**src/rtl/cla_pkg.sv**
```systemverilog
// Shared constants, types and helpers for the pipelined carry-lookahead adder.
package cla_pkg;

  localparam int GRP = 4;

  typedef struct packed {
    logic [GRP-1:0] g;
    logic [GRP-1:0] p;
  } gp_t;

  function automatic int stages_of(input int width);
    return width / GRP;
  endfunction

  function automatic gp_t gp_of(input logic [GRP-1:0] a, input logic [GRP-1:0] b);
    gp_t r;
    r.g = a & b;
    r.p = a ^ b;
    return r;
  endfunction

endpackage

```
**src/rtl/cla_group.sv**
```systemverilog
// Combinational 4-bit carry-lookahead group with every carry expanded to
// sum-of-products form, so no carry ripples through another inside the group.
module cla_group
  import cla_pkg::*;
(
  input  logic [GRP-1:0] a,
  input  logic [GRP-1:0] b,
  input  logic           c_in,
  output logic [GRP-1:0] s,
  output logic           c_out,
  output logic           c_msb_in
);

  gp_t         gp;
  logic [GRP:0] c;

  always_comb begin
    gp   = gp_of(a, b);
    c[0] = c_in;
    c[1] = gp.g[0] | (gp.p[0] & c_in);
    c[2] = gp.g[1] | (gp.p[1] & gp.g[0]) | (gp.p[1] & gp.p[0] & c_in);
    c[3] = gp.g[2] | (gp.p[2] & gp.g[1]) | (gp.p[2] & gp.p[1] & gp.g[0])
         | (gp.p[2] & gp.p[1] & gp.p[0] & c_in);
    c[4] = gp.g[3] | (gp.p[3] & gp.g[2]) | (gp.p[3] & gp.p[2] & gp.g[1])
         | (gp.p[3] & gp.p[2] & gp.p[1] & gp.g[0])
         | (gp.p[3] & gp.p[2] & gp.p[1] & gp.p[0] & c_in);
    s        = gp.p ^ c[GRP-1:0];
    c_out    = c[GRP];
    c_msb_in = c[GRP-1];
  end

endmodule

```
**src/rtl/cla_pipe_adder.sv**
```systemverilog
// Pipelined adder/subtractor: one 4-bit lookahead group per stage, registered
// inter-group carry, operands skewed forward and low sum bits carried along.
module cla_pipe_adder
  import cla_pkg::*;
#(
  parameter int WIDTH = 16,
  parameter int GRP   = 4
) (
  input  logic             clk,
  input  logic             rst_n,
  input  logic             in_valid,
  output logic             in_ready,
  input  logic [WIDTH-1:0] a,
  input  logic [WIDTH-1:0] b,
  input  logic             cin,
  input  logic             sub,
  output logic             out_valid,
  input  logic             out_ready,
  output logic [WIDTH-1:0] s,
  output logic             cout,
  output logic             ovf
);

  localparam int STAGES = stages_of(WIDTH);
  localparam int RANKS  = (STAGES > 1) ? STAGES - 1 : 1;

  logic adv;

  logic [STAGES-1:0] vld_d, vld_q;

  logic [WIDTH-1:0] a_d   [RANKS];
  logic [WIDTH-1:0] a_q   [RANKS];
  logic [WIDTH-1:0] b_d   [RANKS];
  logic [WIDTH-1:0] b_q   [RANKS];
  logic [WIDTH-1:0] sum_d [RANKS];
  logic [WIDTH-1:0] sum_q [RANKS];
  logic             c_d   [RANKS];
  logic             c_q   [RANKS];

  logic [WIDTH-1:0] s_d, s_q;
  logic             cout_d, cout_q;
  logic             ovf_d, ovf_q;

  logic [WIDTH-1:0] stg_a  [STAGES];
  logic [WIDTH-1:0] stg_b  [STAGES];
  logic [WIDTH-1:0] stg_lo [STAGES];
  logic             stg_c  [STAGES];
  logic [GRP-1:0]   grp_s  [STAGES];
  logic             grp_co [STAGES];
  logic             grp_cm [STAGES];

  // Stage 0 takes the raw operands; subtraction is a + ~b + 1.
  always_comb begin
    stg_a[0]  = a;
    stg_b[0]  = sub ? ~b : b;
    stg_c[0]  = sub | cin;
    stg_lo[0] = '0;
    for (int k = 1; k < STAGES; k++) begin
      stg_a[k]  = a_q[k-1];
      stg_b[k]  = b_q[k-1];
      stg_c[k]  = c_q[k-1];
      stg_lo[k] = sum_q[k-1];
    end
  end

  for (genvar k = 0; k < STAGES; k++) begin : g_stage
    cla_group u_grp (
      .a        (stg_a[k][GRP*k +: GRP]),
      .b        (stg_b[k][GRP*k +: GRP]),
      .c_in     (stg_c[k]),
      .s        (grp_s[k]),
      .c_out    (grp_co[k]),
      .c_msb_in (grp_cm[k])
    );
  end

  // One shared advance: the whole pipe moves or the whole pipe holds.
  always_comb begin
    adv      = !vld_q[STAGES-1] || out_ready;
    vld_d    = vld_q;
    s_d      = s_q;
    cout_d   = cout_q;
    ovf_d    = ovf_q;
    for (int k = 0; k < STAGES - 1; k++) begin
      a_d[k]   = a_q[k];
      b_d[k]   = b_q[k];
      c_d[k]   = c_q[k];
      sum_d[k] = sum_q[k];
    end
    if (adv) begin
      vld_d[0] = in_valid;
      for (int k = 1; k < STAGES; k++) begin
        vld_d[k] = vld_q[k-1];
      end
      for (int k = 0; k < STAGES - 1; k++) begin
        a_d[k]   = stg_a[k];
        b_d[k]   = stg_b[k];
        c_d[k]   = grp_co[k];
        sum_d[k] = stg_lo[k];
        sum_d[k][GRP*k +: GRP] = grp_s[k];
      end
      s_d = stg_lo[STAGES-1];
      s_d[GRP*(STAGES-1) +: GRP] = grp_s[STAGES-1];
      cout_d = grp_co[STAGES-1];
      ovf_d  = grp_co[STAGES-1] ^ grp_cm[STAGES-1];
    end
  end

  // Valid chain and the visible result rank clear on reset; skew data does not.
  always_ff @(posedge clk or negedge rst_n) begin
    if (!rst_n) begin
      vld_q  <= '0;
      s_q    <= '0;
      cout_q <= 1'b0;
      ovf_q  <= 1'b0;
    end else begin
      vld_q  <= vld_d;
      s_q    <= s_d;
      cout_q <= cout_d;
      ovf_q  <= ovf_d;
    end
  end

  always_ff @(posedge clk) begin
    a_q   <= a_d;
    b_q   <= b_d;
    c_q   <= c_d;
    sum_q <= sum_d;
  end

  assign in_ready  = adv;
  assign out_valid = vld_q[STAGES-1];
  assign s         = s_q;
  assign cout      = cout_q;
  assign ovf       = ovf_q;

endmodule

```
**config.mk**
```make
export PLATFORM = sky130hd
export DESIGN_NAME = cla_pipe_adder
export DESIGN_NICKNAME = d
export VERILOG_FILES = /design/src/rtl/cla_pkg.sv /design/src/rtl/cla_group.sv /design/src/rtl/cla_pipe_adder.sv
export SDC_FILE = /design/constraint.sdc
export NUM_CORES = 1
export LEC_CHECK = 0
export CORE_UTILIZATION = 50
export CTS_CLUSTER_SIZE = 24
export DETAILED_ROUTE_END_ITERATION = 8
export PLACE_DENSITY = 0.81
export SYNTH_ARGS = -nofsm -noshare
export SYNTH_HDL_FRONTEND = slang
export SYNTH_SLANG_ARGS = --single-unit
```
**constraint.sdc**
```tcl
create_clock -name clk -period 3.3 [get_ports clk]
set_clock_uncertainty 0.05 [all_clocks]
set_input_delay 0.825 -clock clk [delete_from_list [all_inputs] [get_ports clk]]
set_output_delay 0.825 -clock clk [all_outputs]
set_load 0.02 [all_outputs]
```
# ---- Yosys cells after proc, flatten, opt, wreduce, memory -nomap -nowiden
# Index checks and enable logic that the tools add are counted.
# W data, S select, Z words.
dict set report totals {
  regBits 145
  latch_bits 0
  ramBits 0
  mem_bits_ro 0
  in_bits 38
  out_inout_bits 20
  elab_cells 138
  memories 0
}
dict set report classes {
  n_addsub 0
  mul 0
  div_mod_pow 0
  order_cmp 0
  eq_ne 0
  shifts 0
  mux 1
  bitwise 119
  n_reduce_logical 2
}
# op n
set ops {}
lappend ops {{$and A1 B1 Y1} 64}
lappend ops {{$or A1 B1 Y1} 41}
lappend ops {{$xor A4 B4 Y4} 8}
lappend ops {{$and A4 B4 Y4} 4}
lappend ops {{$mux W16} 1}
lappend ops {{$not A16 Y16} 1}
lappend ops {{$logic_not A1 Y1} 1}
lappend ops {{$logic_or A1 B1 Y1} 1}
lappend ops {{$xor A1 B1 Y1} 1}

# ---- Depth between registers and ports, before layout
# Gate-level depths: netlist of run 1.
dict set report logic_depth {
  word_depth 8
  mapped_depth 7
  mapped_depth_nobuf 6
}

# ---- By module
# A second synthesis of run 1 with hierarchy kept.
dict set report unflattened {
  cells_unflattened 211
  hier_area_um2 3951.3
}
# module instances cells_per_inst area_each_um2 seq_area_each_um2
set by_module_without_submodules {}
lappend by_module_without_submodules {cla_pipe_adder 1 143 3345.7 2802.7}
lappend by_module_without_submodules {{cla_group (g_stage[0].u_grp ...)} 3 18 155.1 0.0}
lappend by_module_without_submodules {{cla_group (g_stage[3].u_grp)} 1 14 140.1 0.0}

# ---- Worst setup path before layout of run 1
# No wires, ideal clock.
dict set report synth_path {
  path_type {input port to output port}
  startpoint {in out_ready}
  endpoint {out in_ready}
  t_arrival_ns 2.133
  t_required_ns 2.425
  slack_ns 0.292
  path_stages 3
  path_buffers 2
  path_cell_list {nand2b_4 -> buf_6 -> buf_2}
}
dict set report synth_between {
  elab_chain_cells 1
}
# item line_no
set synth_lines {}
lappend synth_lines {{start, declared} cla_pipe_adder.sv:18} ;# input logic out_ready,
lappend synth_lines {{$logic_or A1 B1 Y1} cla_pipe_adder.sv:79} ;# adv = !vld_q[STAGES-1] || out_ready;
lappend synth_lines {{end, declared} cla_pipe_adder.sv:12} ;# output logic in_ready,
# No other way between the ends.

# ---- Final worst setup path of run 1
# Same ends and word-level chain as after synthesis.

==> impl_metrics.ini, run 1 <==
[outcome]
outcome = finished, final reports clean

[placed_design]
detailed_place_hpwl_mm = 3.52
placement.io_buffers = 57
final_weighted_congestion_of_routability_driven_global_placement = 0.735

[sta]
fin_crit_sh_pct = 89.0
worst_hold_slack_ns = 0.373
final-hold-violation-count = 0
timing.final.setup_violations = 0
setup-tns-final_ns = 0
worst_pin_slew_ns = 0.966
maxSlewViolCount = 0
unrepaired_setup_endpoints_after_global_routing = no
max_frequency_mhz = 341
final.min_clock_period_ns = 2.94
slew_headroom_pct = 35.4

[clock_network]
bufs_on_longest_clock_path = 2
clock_sinks = 97
tritoncts_clock_tree = built
htreeDepth = 3
ctsResizeCount = 0
tritoncts_buffers = 9
clk_pin_slew_ns = 0.08
cts.repair_timing.setup_buffer_count = 0
cts.hold.buffers_added = 0
clk_root_buffer_cell = sky130_fd_sc_hd__clkbuf_8
clk-insertion-delay-late_ns = 0.35

[grt]
grt_pass1_vias = 1928
antenna_found_initial = 0
grt_pass1_wl_mm = 8.78
grt_usage_pct = 14.0
overflow = 0
grt_max_degree = 103

[run]
count_of_maximum_capacitance_violations = 0

[yosys]
synth.avg_cell_area_um2 = 17.7
synth.net_count = 280
synth_cell_type_count = 26
netlist_area_before_placement_um2 = 3900
synthCells = 220
yosysSeqAreaShare_pct = 71.8
synth-seq-cells = 97
total_number_of_yosys_warnings = 0

[cells_and_area]
multiInputGateArea_um2 = 1020
final_net_count = 346
regArea_um2 = 2800
flow.area_growth_from_synthesis_pct = 22.4
final_core_utilization_pct = 64.5
final_layout_size_suffix_gt1_share_pct = 13.4
filler_cells_inserted = 522
antennaDiodeCount = 0

[setup_path]
ff2ff_setup_slack_ns = 1.61
worstPathArrival_ns = 2.06
setup.worst_path.end_class = primary output
critical_path_class = in2out
category_of_the_worst_setup_path_launch_point = input pin
crit_path_max_fanout = 2
rr_endpoint = c_q[1]$_DFFE_PP_
critPathRequiredTime_ns = 2.42
reg2reg_from = a_q[36]$_DFFE_PP_
worstRegToRegCells = 5

[hold_path]
holdPathEnd = stg_lo[2]$_DFFE_PP_
worstHoldPathCells = 0
holdCritStartpoint = stg_lo[18]$_DFFE_PP_
worst_min_delay_path_category = reg2reg

[detailed_routing]
drt_drc_violations_left = 0
vias = 1898
post_drt_wl_per_cell_um = 13.3
initial_detailed_routing_violation_count = 128
detail-route-antenna-nets = 0
drt-pass1-iter-count = 4
detail_route.wirelength_mm = 5.20
via_per_inst = 4.87

[floorplan]
die_y_um = 90.3
core_region_area_um2 = 7410
placementRows = 31
ioPinCount = 58
chipWidth_um = 90.3
total_die_area_um2 = 8160
initial_core_util_pct = 52.7

[power_and_ir_drop]
power.total_uw = 4000
p_leak_uw = 0.00187
ir_worst_vdd_mv = 0.290
power_per_cell_area_nw_per_um2 = 838
[registers in the layout, summed over array words and instances (netlist names)]
signal,flops
c_q,3
vld_q,4
a_q,24
cout,1
b_q,24
s,16
ovf,1
stg_lo,24
[layer usage]
metal / GRT usage (%) / up-vias / wire (um)
met4: 7.66 / 0 / 121
met5: 0 / - / 0
li1: - / 934 / -
met3: 3.70 / 11 / 206
met1: 17.8 / 900 / 2380
met2: 22.1 / 53 / 2490
[synthesized netlist by cell type]
cell type                   n  area share (%)
sky130_fd_sc_hd__mux2_2     8             2.3
sky130_fd_sc_hd__edfxtp_1  75              58
sky130_fd_sc_hd__a22oi_2    1            0.32
sky130_fd_sc_hd__a21o_1     4            0.77
sky130_fd_sc_hd__mux2_4     8             3.1
sky130_fd_sc_hd__o21ai_2    1            0.22
sky130_fd_sc_hd__nor3_1     1            0.13
sky130_fd_sc_hd__a21oi_2    1            0.22
sky130_fd_sc_hd__ha_1      18             5.8
sky130_fd_sc_hd__nand2b_1   4            0.64
sky130_fd_sc_hd__o21ai_0    6            0.77
sky130_fd_sc_hd__buf_6      2            0.58
sky130_fd_sc_hd__buf_2      1            0.13
sky130_fd_sc_hd__o21bai_2   1            0.29
sky130_fd_sc_hd__a21oi_1    7            0.90
sky130_fd_sc_hd__xnor2_1    7             1.6
sky130_fd_sc_hd__inv_1      8            0.77
sky130_fd_sc_hd__xor2_1    19             4.3
sky130_fd_sc_hd__fa_1       4             2.1
sky130_fd_sc_hd__buf_4      1            0.19
sky130_fd_sc_hd__dfrtp_1   22              14
sky130_fd_sc_hd__mux2i_1    1            0.26
sky130_fd_sc_hd__nor2_1    13             1.3
sky130_fd_sc_hd__nand2b_4   1            0.35
sky130_fd_sc_hd__buf_8      1            0.38
sky130_fd_sc_hd__a211oi_1   5            0.96
[logic make-up after synthesis]
family | count (synthesis) | share of synthesized area (%)
muxes | 17 | 5.64
buffers and inverters | 13 | 2.05
and+or+nand+nor | 19 | 2.37
adders and majority gates | 22 | 7.82
xor gates and xnor gates | 26 | 5.84
AOI/OAI and AO/OA | 26 | 4.46
DFF | 97 | 71.8
[power breakdown]
part           leakage [uW]  switching, uW  internal, uW  total (uW)
registers           0.00101            173          1870        2040
clock network     0.0000893            388           349         737
logic              0.000771            595           625        1220
[worst max path at each step]
stage	endpoint	start	cells after the start	slack, ns
after floorplan	in_ready	out_ready	3	0.29
final	in_ready	out_ready	3	0.36
after detailed placement	in_ready	out_ready	3	0.36
after global routing	in_ready	out_ready	3	0.31
after CTS	in_ready	out_ready	3	0.35
after global placement	in_ready	out_ready	3	0.36
[worst max-delay path, cell delays in order]
cell	delay (ns)
sky130_fd_sc_hd__clkdlybuf4s50_1	0.47
sky130_fd_sc_hd__nand2b_4	0.16
sky130_fd_sc_hd__clkdlybuf4s50_1	0.61
[placed cells by master (no fill, tap or decap), drive strengths merged]
master         Yosys  routed
bufinv             0       1
a21o               4       4
mux2              16      16
nor3               1       1
nor2              13      13
nand2b             5       5
o21bai             1       1
o21ai              7       7
buf                5       3
a21oi              8       8
fa                 4       4
clkdlybuf4s50      0      57
clkbuf             0       9
a211oi             5       5
dfrtp             22      22
inv                8       9
clkinv             0       2
ha                18      18
xor2              19      19
clkinvlp           0       3
mux2i              1       1
edfxtp            75      75
xnor2              7       7
a22oi              1       1
[final cells by class]
type | count | share of cell area (%)
clock buffers | 9 | 2.59
multi-input cells | 110 | 21.4
inverters | 8 | 0.629
repair buffers | 60 | 12.7
clock inverters | 7 | 1.47
well taps | 99 | 2.59
flip-flops and latches | 97 | 58.7
[through the flow]
step / cells / area, um2 / worst slack [ns]
6_report: 390 / 4780 / 0.364
4_1_cts: 390 / 4780 / 0.350
3_3_place_gp: 374 / 4580 / 0.364
5_1_grt: 390 / 4780 / 0.312
2_1_floorplan: 220 / 3900 / 0.292
3_5_place_dp: 374 / 4580 / 0.364
Note: power is estimated with default switching activity, not from simulation.
==> run 2: changes to the inputs <==
REMOVE_ABC_BUFFERS = 1   (was default)
TNS_END_PERCENT = 30   (was default)
==> run 2 against run 1 <==
Setup slack improved by 0.016 ns. First-iteration DRC count fell by 13%. Routed wire length fell by 2.6%. Maximum frequency rose by 0.53%. Clock-buffer cell count rose by 1. Register-to-register slack got worse by 0.04 ns. Critical path depth did not move. Design area fell by 0.10%. Via count barely moved. Global-route usage rose by 0.095 points. Power barely moved. Combinational power barely moved.
==> impl_metrics.ini, run 2 (synthesis gave the netlist of run 1 again) <==
[floorplan]
die_y_um = 90.3
ioPinCount = 58
placementRows = 31
total_die_area_um2 = 8160
core_region_area_um2 = 7410
initial_core_util_pct = 52.7
chipWidth_um = 90.3

[detailed_routing]
drt-pass1-iter-count = 4
detail_route.wirelength_mm = 5.06
via_per_inst = 4.88
drt_drc_violations_left = 0
vias = 1899
initial_detailed_routing_violation_count = 111
detail-route-antenna-nets = 0
post_drt_wl_per_cell_um = 13.0

[power_and_ir_drop]
power.share.clock_pct = 18.4
gate_power_share_pct = 30.5
ir_worst_vdd_mv = 0.329
net-switching-power_uw = 1150
cellInternalPower_uw = 2850
power_per_cell_area_nw_per_um2 = 838
power.switching_fraction_pct = 28.8
p_leak_uw = 0.00186
seqPwrFrac_pct = 51.1

[sta]
timing.final.setup_violations = 0
slew_headroom_pct = 34.4
worst_hold_slack_ns = 0.369
fin_crit_sh_pct = 88.5
final-hold-violation-count = 0
maxSlewViolCount = 0
final.min_clock_period_ns = 2.92
max_frequency_mhz = 342
worst_pin_slew_ns = 0.981
unrepaired_setup_endpoints_after_global_routing = no
setup-tns-final_ns = 0

[cells_and_area]
flow.area_growth_from_synthesis_pct = 22.3
layoutNonFillerInstCount = 389
final_common_cell = sky130_fd_sc_hd__edfxtp_1
final_net_count = 345
layout.cells.most_common_list = 75 x sky130_fd_sc_hd__edfxtp_1, 57 x sky130_fd_sc_hd__clkdlybuf4s50_1, 22 x sky130_fd_sc_hd__dfrtp_1
layout.cell_area.non_filler_um2 = 4770
final_layout_size_suffix_gt1_share_pct = 13.1
antennaDiodeCount = 0

[setup_path]
cp_top_family = buffers and inverters
ff2ff_setup_slack_ns = 1.57
critical_path_class = in2out
worstPathArrival_ns = 2.05
category_of_the_worst_setup_path_launch_point = input pin
critPathSlowestCell = sky130_fd_sc_hd__clkdlybuf4s50_1
critPathRequiredTime_ns = 2.42
cp_bufs_invs = 2
setup.worst_path.end_class = primary output
worst_path_most_repeated_cell = sky130_fd_sc_hd__clkdlybuf4s50_1
crit_path_max_incr_delay_ns = 0.61
worstPathCellList = clkdlybuf4s50_1, nand2b_4, clkdlybuf4s50_1
crit_path_max_fanout = 2

[clock_network]
cts.hold.buffers_added = 0
clk_pin_slew_ns = 0.09
htreeDepth = 3
bufs_on_longest_clock_path = 2
ctsResizeCount = 0
clk_root_buffer_cell = sky130_fd_sc_hd__clkbuf_8
clk-insertion-delay-late_ns = 0.34
clock_sinks = 97
tritoncts_clock_tree = built
tritoncts_buffers = 9
cts.repair_timing.setup_buffer_count = 0

[placed_design]
detailed_place.area_um2 = 4570
detailed_place_hpwl_mm = 3.49
dp.cells = 373
final_weighted_congestion_of_routability_driven_global_placement = 0.715
placement.io_buffers = 57

[grt]
antenna_found_initial = 0
grt_pass1_wl_mm = 8.89
overflow = 0
grt_max_degree = 103
grt_usage_pct = 14.1
grt_pass1_vias = 1932

[outcome]
outcome = finished, final reports clean

[hold_path]
worst_min_delay_path_category = reg2reg

[run]
count_of_maximum_capacitance_violations = 0
-- run 2: final cells by class --
class,instances,area (um2)
Clock inverter,6,68.8
Multi-Input combinational cell,110,1020
Clock buffer,10,128
Fill cell,526,2640
Sequential cell,97,2800
Inverter,8,30.0
Tap cell,99,124
Timing Repair Buffer,59,598
-- run 2: worst paths after layout --
path                                   endpoint              start  cells past startpoint
setup / recovery                       in_ready          out_ready                      3
hold / removal                b_q[31]$_DFFE_PP_  b_q[47]$_DFFE_PP_                      0
setup reg to reg              s[15]$_DFFE_PN0P_  a_q[12]$_DFFE_PP_                      5
max in group asynchronous     s[10]$_DFFE_PN0P_              rst_n                      1
hold reg to reg               b_q[31]$_DFFE_PP_  b_q[47]$_DFFE_PP_                      0
min in group asynchronous  vld_q[3]$_DFFE_PN0P_              rst_n                      1
-- run 2: per-stage QoR --
stage | worst slack (ns) | power [uW] | utilization, %
after floorplan | 0.782 | 2820 | -
after global placement | 0.371 | 3240 | 61.7
after detailed placement | 0.378 | 3310 | 61.7
after CTS | 0.362 | 4050 | 64.4
after global routing | 0.343 | 4250 | 64.4
final | 0.379 | 4000 | 64.4
-- run 2: power groups by stage --
stage / sequential, uW / clock [uW] / combinational (uW)
after CTS: 2050 / 766 / 1240
final: 2040 / 736 / 1220
after global routing: 2100 / 808 / 1340
after global placement: 2050 / 0 / 1190
after detailed placement: 2080 / 0 / 1230
after floorplan: 2180 / 0 / 643
-- run 2: per-layer routing --
layer | GRT usage (%) | routed length, um | vias up
met2 | 23.2 | 2560 | 57
met1 | 17.8 | 2160 | 899
li1 | - | - | 932
met4 | 7.39 | 104 | 0
met3 | 2.86 | 232 | 11
met5 | 0 | 0 | -
